[src/rtl/mem_wb_stage.sv]
// Memory-access / write-back stage: data-memory req/ack handshake, store lane alignment,
// load extraction and the registered register-file write port.
module mem_wb_stage #(
  parameter int unsigned TIMEOUT_CYC = 16
) (
  input  logic        clk,
  input  logic        rstn,
  input  logic [31:0] alures_EX,
  input  logic [31:0] rdata2_EX,
  input  logic [31:0] immext_EX,
  input  logic [31:0] pcimm_EX,
  input  logic [31:0] pcnext_EX,
  input  logic [4:0]  rd_EX,
  input  logic        regwrite_EX,
  input  logic        datawe_EX,
  input  logic [2:0]  wbsel_EX,
  input  logic [2:0]  strb_EX,
  output logic        dmem_req,
  output logic        dmem_we,
  output logic [31:0] dmem_addr,
  output logic [3:0]  dmem_be,
  output logic [31:0] dmem_wdata,
  input  logic [31:0] dmem_rdata,
  input  logic        dmem_ack,
  output logic        mem_stall,
  output logic        regwrite_WB,
  output logic [4:0]  rd_WB,
  output logic [31:0] wdata_WB,
  output logic        misalign_err,
  output logic        timeout_err
);

  localparam int unsigned CntW = (TIMEOUT_CYC > 2) ? $clog2(TIMEOUT_CYC) : 1;
  // The first request cycle is spent in IDLE, so WAIT aborts one count early.
  localparam logic [CntW-1:0] CntLast = CntW'(TIMEOUT_CYC - 2);

  typedef enum logic {StIdle, StWait} state_e;

  state_e          r_state, w_state_nxt;
  logic [CntW-1:0] r_cnt, w_cnt_nxt;

  logic        r_regwrite, r_misalign, r_timeout;
  logic [4:0]  r_rd;
  logic [31:0] r_wdata;

  logic        w_memop, w_misalign, w_aligned, w_req, w_tmo_abort, w_bubble;
  logic [3:0]  w_be;
  logic [31:0] w_store_data, w_load, w_wb;
  logic [7:0]  w_byte;
  logic [15:0] w_half;

  assign w_memop = datawe_EX | (wbsel_EX == 3'b001);

  always_comb begin
    w_misalign = 1'b0;
    case (strb_EX)
      3'b001, 3'b100, 3'b111: w_misalign = alures_EX[0];
      3'b010, 3'b101:         w_misalign = |alures_EX[1:0];
      default:                w_misalign = 1'b0;
    endcase
  end

  assign w_aligned   = w_memop & ~w_misalign;
  assign w_req       = w_aligned | (r_state == StWait);
  assign w_tmo_abort = (r_state == StWait) & ~dmem_ack & (r_cnt == CntLast);
  assign w_bubble    = w_tmo_abort | (w_memop & w_misalign);
  assign mem_stall   = w_req & ~dmem_ack & ~w_tmo_abort;

  always_comb begin
    w_state_nxt = r_state;
    w_cnt_nxt   = r_cnt;
    case (r_state)
      StIdle: begin
        if (w_aligned && !dmem_ack) begin
          w_state_nxt = StWait;
          w_cnt_nxt   = '0;
        end
      end
      StWait: begin
        if (dmem_ack || w_tmo_abort) begin
          w_state_nxt = StIdle;
        end else begin
          w_cnt_nxt = r_cnt + 1'b1;
        end
      end
      default: w_state_nxt = StIdle;
    endcase
  end

  always_ff @(posedge clk or negedge rstn) begin
    if (!rstn) begin
      r_state <= StIdle;
      r_cnt   <= '0;
    end else begin
      r_state <= w_state_nxt;
      r_cnt   <= w_cnt_nxt;
    end
  end

  always_comb begin
    w_be         = 4'b1111;
    w_store_data = rdata2_EX;
    if (datawe_EX) begin
      case (strb_EX)
        3'b000: begin
          w_be         = 4'b0001 << alures_EX[1:0];
          w_store_data = {4{rdata2_EX[7:0]}};
        end
        3'b001: begin
          w_be         = 4'b0011 << {alures_EX[1], 1'b0};
          w_store_data = {2{rdata2_EX[15:0]}};
        end
        default: begin
          w_be         = 4'b1111;
          w_store_data = rdata2_EX;
        end
      endcase
    end
  end

  assign dmem_req   = w_req;
  assign dmem_we    = w_req & datawe_EX;
  assign dmem_addr  = w_req ? {alures_EX[31:2], 2'b00} : 32'h0;
  assign dmem_be    = w_req ? w_be : 4'h0;
  assign dmem_wdata = (w_req & datawe_EX) ? w_store_data : 32'h0;

  always_comb begin
    case (alures_EX[1:0])
      2'b00:   w_byte = dmem_rdata[7:0];
      2'b01:   w_byte = dmem_rdata[15:8];
      2'b10:   w_byte = dmem_rdata[23:16];
      default: w_byte = dmem_rdata[31:24];
    endcase
    w_half = alures_EX[1] ? dmem_rdata[31:16] : dmem_rdata[15:0];
    case (strb_EX)
      3'b011:  w_load = {{24{w_byte[7]}}, w_byte};
      3'b100:  w_load = {{16{w_half[15]}}, w_half};
      3'b110:  w_load = {24'h0, w_byte};
      3'b111:  w_load = {16'h0, w_half};
      default: w_load = dmem_rdata;
    endcase
  end

  always_comb begin
    case (wbsel_EX)
      3'b000:  w_wb = alures_EX;
      3'b001:  w_wb = w_load;
      3'b010:  w_wb = immext_EX;
      3'b011:  w_wb = pcimm_EX;
      3'b100:  w_wb = pcnext_EX;
      default: w_wb = 32'h0;
    endcase
  end

  // Stalls and aborted/misaligned accesses retire as bubbles; rd/wdata keep their old values.
  always_ff @(posedge clk or negedge rstn) begin
    if (!rstn) begin
      r_regwrite <= 1'b0;
      r_rd       <= '0;
      r_wdata    <= '0;
      r_misalign <= 1'b0;
      r_timeout  <= 1'b0;
    end else begin
      r_misalign <= w_memop & w_misalign & (r_state == StIdle);
      if (w_tmo_abort) begin
        r_timeout <= 1'b1;
      end
      if (mem_stall || w_bubble) begin
        r_regwrite <= 1'b0;
      end else begin
        r_regwrite <= regwrite_EX & (rd_EX != 5'd0);
        r_rd       <= rd_EX;
        r_wdata    <= w_wb;
      end
    end
  end

  assign regwrite_WB  = r_regwrite;
  assign rd_WB        = r_rd;
  assign wdata_WB     = r_wdata;
  assign misalign_err = r_misalign;
  assign timeout_err  = r_timeout;

endmodule

[config.mk]
export PLATFORM = sky130hd
export DESIGN_NAME = mem_wb_stage
export DESIGN_NICKNAME = d
export VERILOG_FILES = /design/src/rtl/mem_wb_stage.sv
export SDC_FILE = /design/constraint.sdc
export NUM_CORES = 1
export LEC_CHECK = 0
export ABC_CLOCK_PERIOD_IN_PS = 6600
export CAP_MARGIN = 0
export CORE_ASPECT_RATIO = 0.5
export CORE_UTILIZATION = 40
export CTS_BUF_LIST = sky130_fd_sc_hd__clkbuf_2
export DETAILED_ROUTE_END_ITERATION = 8
export HOLD_SLACK_MARGIN = 0.08
export PLACE_DENSITY = 0.9
export REMOVE_ABC_BUFFERS = 1
export SYNTH_ARGS = -nofsm -noshare
export SYNTH_HDL_FRONTEND = slang
export SYNTH_SLANG_ARGS = --single-unit
export TNS_END_PERCENT = 10
[constraint.sdc]
create_clock -name clk -period 6.6 [get_ports clk]
set_clock_uncertainty 0.05 [all_clocks]
set_input_delay 1.65 -clock clk [delete_from_list [all_inputs] [get_ports clk]]
set_output_delay 1.65 -clock clk [all_outputs]
set_load 0.01 [all_outputs]
# After elaboration in Yosys (flattened, before gate mapping)

Index checks and enable logic that the tools add are counted.

Register bits after elaboration: 45
Latch bits: 0
Memory bits (writable): 0
Memory bits (read-only): 0
Bits of input ports: 208
Output and inout port bits: 111
Word-level logic and storage cells: 73
Memories: 0

Add/subtract/negate cells: 1
Multipliers: 0
Div/mod/pow operators: 0
$lt $le $gt $ge: 0
Equal/unequal tests: 16
Shifts and indexed selects: 2
Multiplexer cells: 19
Bitwise operators: 16
Reductions and logical operators: 12

Operators by type and width:

| operator                                        | count |
|---|---|
| case mux 32 bit (5 select lines)                | 1 |
| case mux 32 bit (4 select lines)                | 1 |
| two-way mux 32 bit                              | 3 |
| case mux 32 bit (2 select lines)                | 1 |
| case mux 8 bit (3 select lines)                 | 1 |
| two-way mux 16 bit                              | 1 |
| two-way mux 4 bit                               | 4 |
| case mux 4 bit (2 select lines)                 | 2 |
| == test 3 bit, second input constant            | 5 |
| == test 3 x 2 -> 1 bit, second input constant   | 4 |
| AND 1 bit                                       | 9 |
| == test 3 x 1 -> 1 bit, second input constant   | 2 |
| zero test 3 bit                                 | 2 |
| nonzero test 5 bit                              | 1 |
| adder 4 x 1 -> 4 bit, second input constant     | 1 |
| == test 4 bit, second input constant            | 1 |
| inequality test 2 bit, second input constant    | 2 |
| NOT 1 bit                                       | 4 |
| case mux 1 bit (2 select lines)                 | 2 |
| OR reduction 2 bit                              | 2 |
| left shift 1 x 2 -> 4 bit, first input constant | 1 |
| left shift 2 x 2 -> 4 bit, first input constant | 1 |
| two-way mux 1 bit                               | 3 |
| bitwise OR 1 bit                                | 3 |
| 8 further kinds                                 | 9 |

# Longest topological paths before layout

Depth in word-level cells: 10
Gate-level depth with buffers: 9
Gate-level depth less buffers: 7

# Worst setup path before layout

OpenSTA, ideal clock, no wires.

Path kind: input -> output
Start point: input alures_EX[0]
End point: output dmem_wdata[27]
Arrival: 3038 ps
Required time: 4900 ps
Path slack: 1862 ps
Stages on the path: 7
Path buffers: 2
Path through: buf_2 > or2_1 > a32oi_2 > and2_1 > o21ai_2 > buf_2 > a211oi_1

Word-level cells in the longest chain between the ends: 7

Ends and longest elaborated chain:

| element                           | RTL line | text |
|---|---|---|
| from (decl)                       | 8        | `input logic [31:0] alures_EX,` |
| OR reduction 2 bit                | 58       | `3'b010, 3'b101: w_misalign = \|alures_EX[1:0];` |
| case mux 1 bit (2 select lines) * | 56       | `case (strb_EX)` |
| NOT 1 bit *                       | 63       | `assign w_aligned = w_memop & ~w_misalign;` |
| AND 1 bit *                       | 63       |  |
| bitwise OR 1 bit *                | 64       | `assign w_req = w_aligned \| (r_state == StWait);` |
| AND 1 bit *                       | 125      | `assign dmem_wdata = (w_req & datawe_EX) ? w_store_data : 32'h0;` |
| two-way mux 32 bit *              | 125      |  |
| to (decl)                         | 22       | `output logic [31:0] dmem_wdata,` |

Mark *: on every way between the ends. The rest lies on a longest branch, timed or not.

# Final worst setup path

Start point: input strb_EX[0]
End point: output dmem_wdata[5]

Word-level cells in the longest chain between the ends: 8
Elaborated cells on any way between the ends: 13
Classes of those cells: 5 x eq/ne; 2 x mux; 4 x bitwise; 2 x reduce/logical

Ends and longest elaborated chain:

| element                                                         | RTL line | text |
|---|---|---|
| from (decl)                                                     | 17       | `input logic [2:0] strb_EX,` |
| == test 3 bit, or another cell as far along                     | 56       |  |
| OR reduction 3 bit / OR reduction 2 bit (equally long branches) | 56       |  |
| case mux 1 bit (2 select lines) *                               | 56       |  |
| NOT 1 bit *                                                     | 63       |  |
| AND 1 bit *                                                     | 63       |  |
| bitwise OR 1 bit *                                              | 64       |  |
| AND 1 bit *                                                     | 125      |  |
| two-way mux 32 bit *                                            | 125      |  |

Marked as above.

==> flow_summary_export.csv <==
group,metric,value,unit
outcome,status,"finished clean",
route,ant_nets,0,
clocking,cts_buffer_depth,2,
clocking,tritoncts,"built",
floorplan,die_h,78.2,µm
grt,grt_max_degree,49,
worst_setup_path,path_class,"input pin to output pin",
clocking,cts_root_buffer,"clkbuf_2",
pwr,p_per_area,136,nW/µm²
layout,fin_nets,1091,
sta,rsz0062_at_grt,"false",
synth,yosysMostFrequentCell,"nand2_1",
sta,tightestPinTransition,1100,ps
pwr,p_leak,3.11,nW
worst_setup_path,cp.required,4900,ps
worst_setup_path,path_max_fanout,15,
sta,setup_tns,0,ps
grt,overflow,0,
layout,drive_gt1_frac,0.0817,
clocking,clock_latency,460,ps
sta,finalMaxSlewViolations,0,
synth,syn_inst,597,
sta,finalHoldViolCount,0,
worst_setup_path,cp-start-kind,"input pin",
placed_design,portBuffers,316,
placed_design,place_ws,424,ps
synth,netlist_area,4650,µm²
sta,relSlewSlack,0.265,
placed_design,routabilityCongestion,0.887,
layout,stdcell_area,7920,µm²
synth,synth_top_area_frac,0.242,
worst_setup_path,reg2reg_slack,4120,ps
pwr,vdd_ir_drop_max,0.0785,mV
synth,synth.area.top_cells,"dfrtp_1 (24%), mux2i_1 (12%), a21oi_1 (5.2%), nand2_1 (5.1%), nor2b_1 (4.6%)",
worst_setup_path,reg2reg_from,"r_state",
layout,multi_input_area,3260,µm²
grt,antenna_found_initial,0,
sta,fin_crit,6240,ps
grt,grt_pass1_wl,30100,µm
synth,syn_area_per_cell,7.78,µm²
synth,yosys-top-cells-count,"nand2_1 (63), mux2i_1 (56), a21oi_1 (48)",
floorplan,die_area,12100,µm²
route,drc,0,
sta,final.setup.worst_slack,364,ps
floorplan,core_area,11100,µm²
route,num_vias,5917,
layout,fillers,875,
grt,grt_pass1_vias,5702,
clocking,cts.reportedPaths.clkPinSlew,230,ps
synth,synth_seq_cells,45,
floorplan,rows,27,
synth,synth_edf_count,0,
sta,fin_crit_sh,0.945,
floorplan,start_util,0.417,
synth,yosysWarnings,0,
route,first_iter_violations,581,
hold_path,hold_path_class,"register to register",
worst_setup_path,reg2reg_to,"wdata_WB[15]",
placed_design,dpl_cell_area,7860,µm²
worst_setup_path,end_kind,"output pin",
route,firstDrtPassIters,5,
worst_setup_path,crit_end,"dmem_wdata[5]",
clocking,htree_levels,2,
route,vias_per_cell,5.77,
synth,synthFlopType,"dfrtp_1",
synth,yosysTopAreaCell,"dfrtp_1",
grt,grt_usage,0.319,
route,routedWlPerCell,19.6,µm
clocking,postCtsSetupBuffers,0,
synth,synth_cell_types,63,
clocking,cts_resized,0,
route,drt-total-wl,20100,µm
layout,seq_area,1130,µm²
layout,area_growth,70.3,%
synth,ys_async_sr_fraction,1.00,
floorplan,die_w,154,µm
flow_run,drv_cap,0,
placed_design,hpwl,15600,µm
floorplan,io_pins,319,
clocking,cts_inserted_buffers,5,
sta,hold_slack,463,ps
synth,synth_seq_area_share,0.242,
clocking,postCtsHoldBufs,0,
sta,fmax,0.160,GHz
worst_setup_path,critical_path_arrival,4540,ps
sta,finalSetupViolCount,0,
layout,antenna_cells,0,
clocking,cts_sinks,45,
worst_setup_path,crit_start,"strb_EX[0]",
worst_setup_path,rr_worst_depth,4,
worst min-delay path by stage:
stage,from,endpoint,slack [ps],cells past startpoint
after global routing,timeout_err,timeout_err,490,1
after detailed placement,timeout_err,timeout_err,420,1
after global placement,timeout_err,timeout_err,410,1
after CTS,timeout_err,timeout_err,470,1
final,timeout_err,timeout_err,460,1
after floorplan,timeout_err,timeout_err,460,1
logic make-up after synthesis:
group / after synthesis / synth area share
AOI/OAI and AO/OA: 198 / 0.288
xor gates and xnor gates: 2 / 0.00377
adders and majority gates: 2 / 0.00538
buffers and inverters: 63 / 0.0635
DFF: 45 / 0.242
muxes: 70 / 0.157
other: 1 / 0.000807
and+or+nand+nor: 216 / 0.239
power by group:
part | internal (W) | switching (W)
sequential | 0.000311 | 0.0000234
combinational | 0.000320 | 0.000257
clock | 0.0000613 | 0.000102
metal layers:
metal	wire length, µm	up-vias	part of all wire	track usage
met4	343	0	0.017	0.0822
met5	0	-	0	0.00433
met2	10000	296	0.50	0.574
met3	1310	31	0.065	0.0541
met1	8380	2841	0.42	0.396
li1	-	2749	-	-
cell type report:
cell class | instances | share of cell area
timing repair buffer | 331 | 0.412
multi-input combinational | 490 | 0.411
sequential | 45 | 0.142
tap | 145 | 0.0229
clock inverter | 2 | 0.00443
inverter | 8 | 0.00379
clock buffer | 5 | 0.00316
cell usage in the layout, fill, tap and decap left out, types with 3 or more instances in the layout:
master	Yosys	final
dfrtp_1	45	45
clkdlybuf4s50_1	0	313
nand2_1	63	63
a22oi_1	13	13
or3_1	3	3
buf_4	4	15
and2_1	12	12
nor2_1	37	37
a21oi_1	48	48
nand4_1	5	5
o22ai_1	10	10
mux2i_1	56	56
o221a_2	4	4
o21ai_0	39	39
o21a_1	3	3
o211ai_1	19	19
or2_2	18	18
nor3_1	3	3
nand2b_1	9	9
clkbuf_2	1	5
a2bb2oi_1	10	10
nor2b_1	34	34
a22o_1	7	7
nand3b_1	9	9
a211oi_1	15	15
buf_2	22	3
mux2_2	13	13
nand3_1	14	14
a221oi_1	6	6
inv_1	7	7
a31oi_1	3	3
critical path, cell delays in order:
cell,delay (ps)
clkdlybuf4s50_1,840
nor2b_1,330
a32oi_2,160
and2_1,230
o21ai_2,450
inv_2,180
and2_1,210
clkdlybuf4s50_1,480
registers in the layout, summed over array words and instances (netlist names):
name and flops:
misalign_err 1, r_cnt 4, r_state 1, rd_WB 5, regwrite_WB 1, timeout_err 1
wdata_WB 32
through the flow:
step	std cells	util	total power (W)
5_1_grt	1026	0.710	0.00113
4_1_cts	1026	0.710	0.00107
3_3_place_gp	1019	0.705	0.000896
6_report	1026	0.710	0.00108
3_5_place_dp	1019	0.705	0.000910
2_1_floorplan	543	-	0.000549
(Power assumes the default switching activity.)
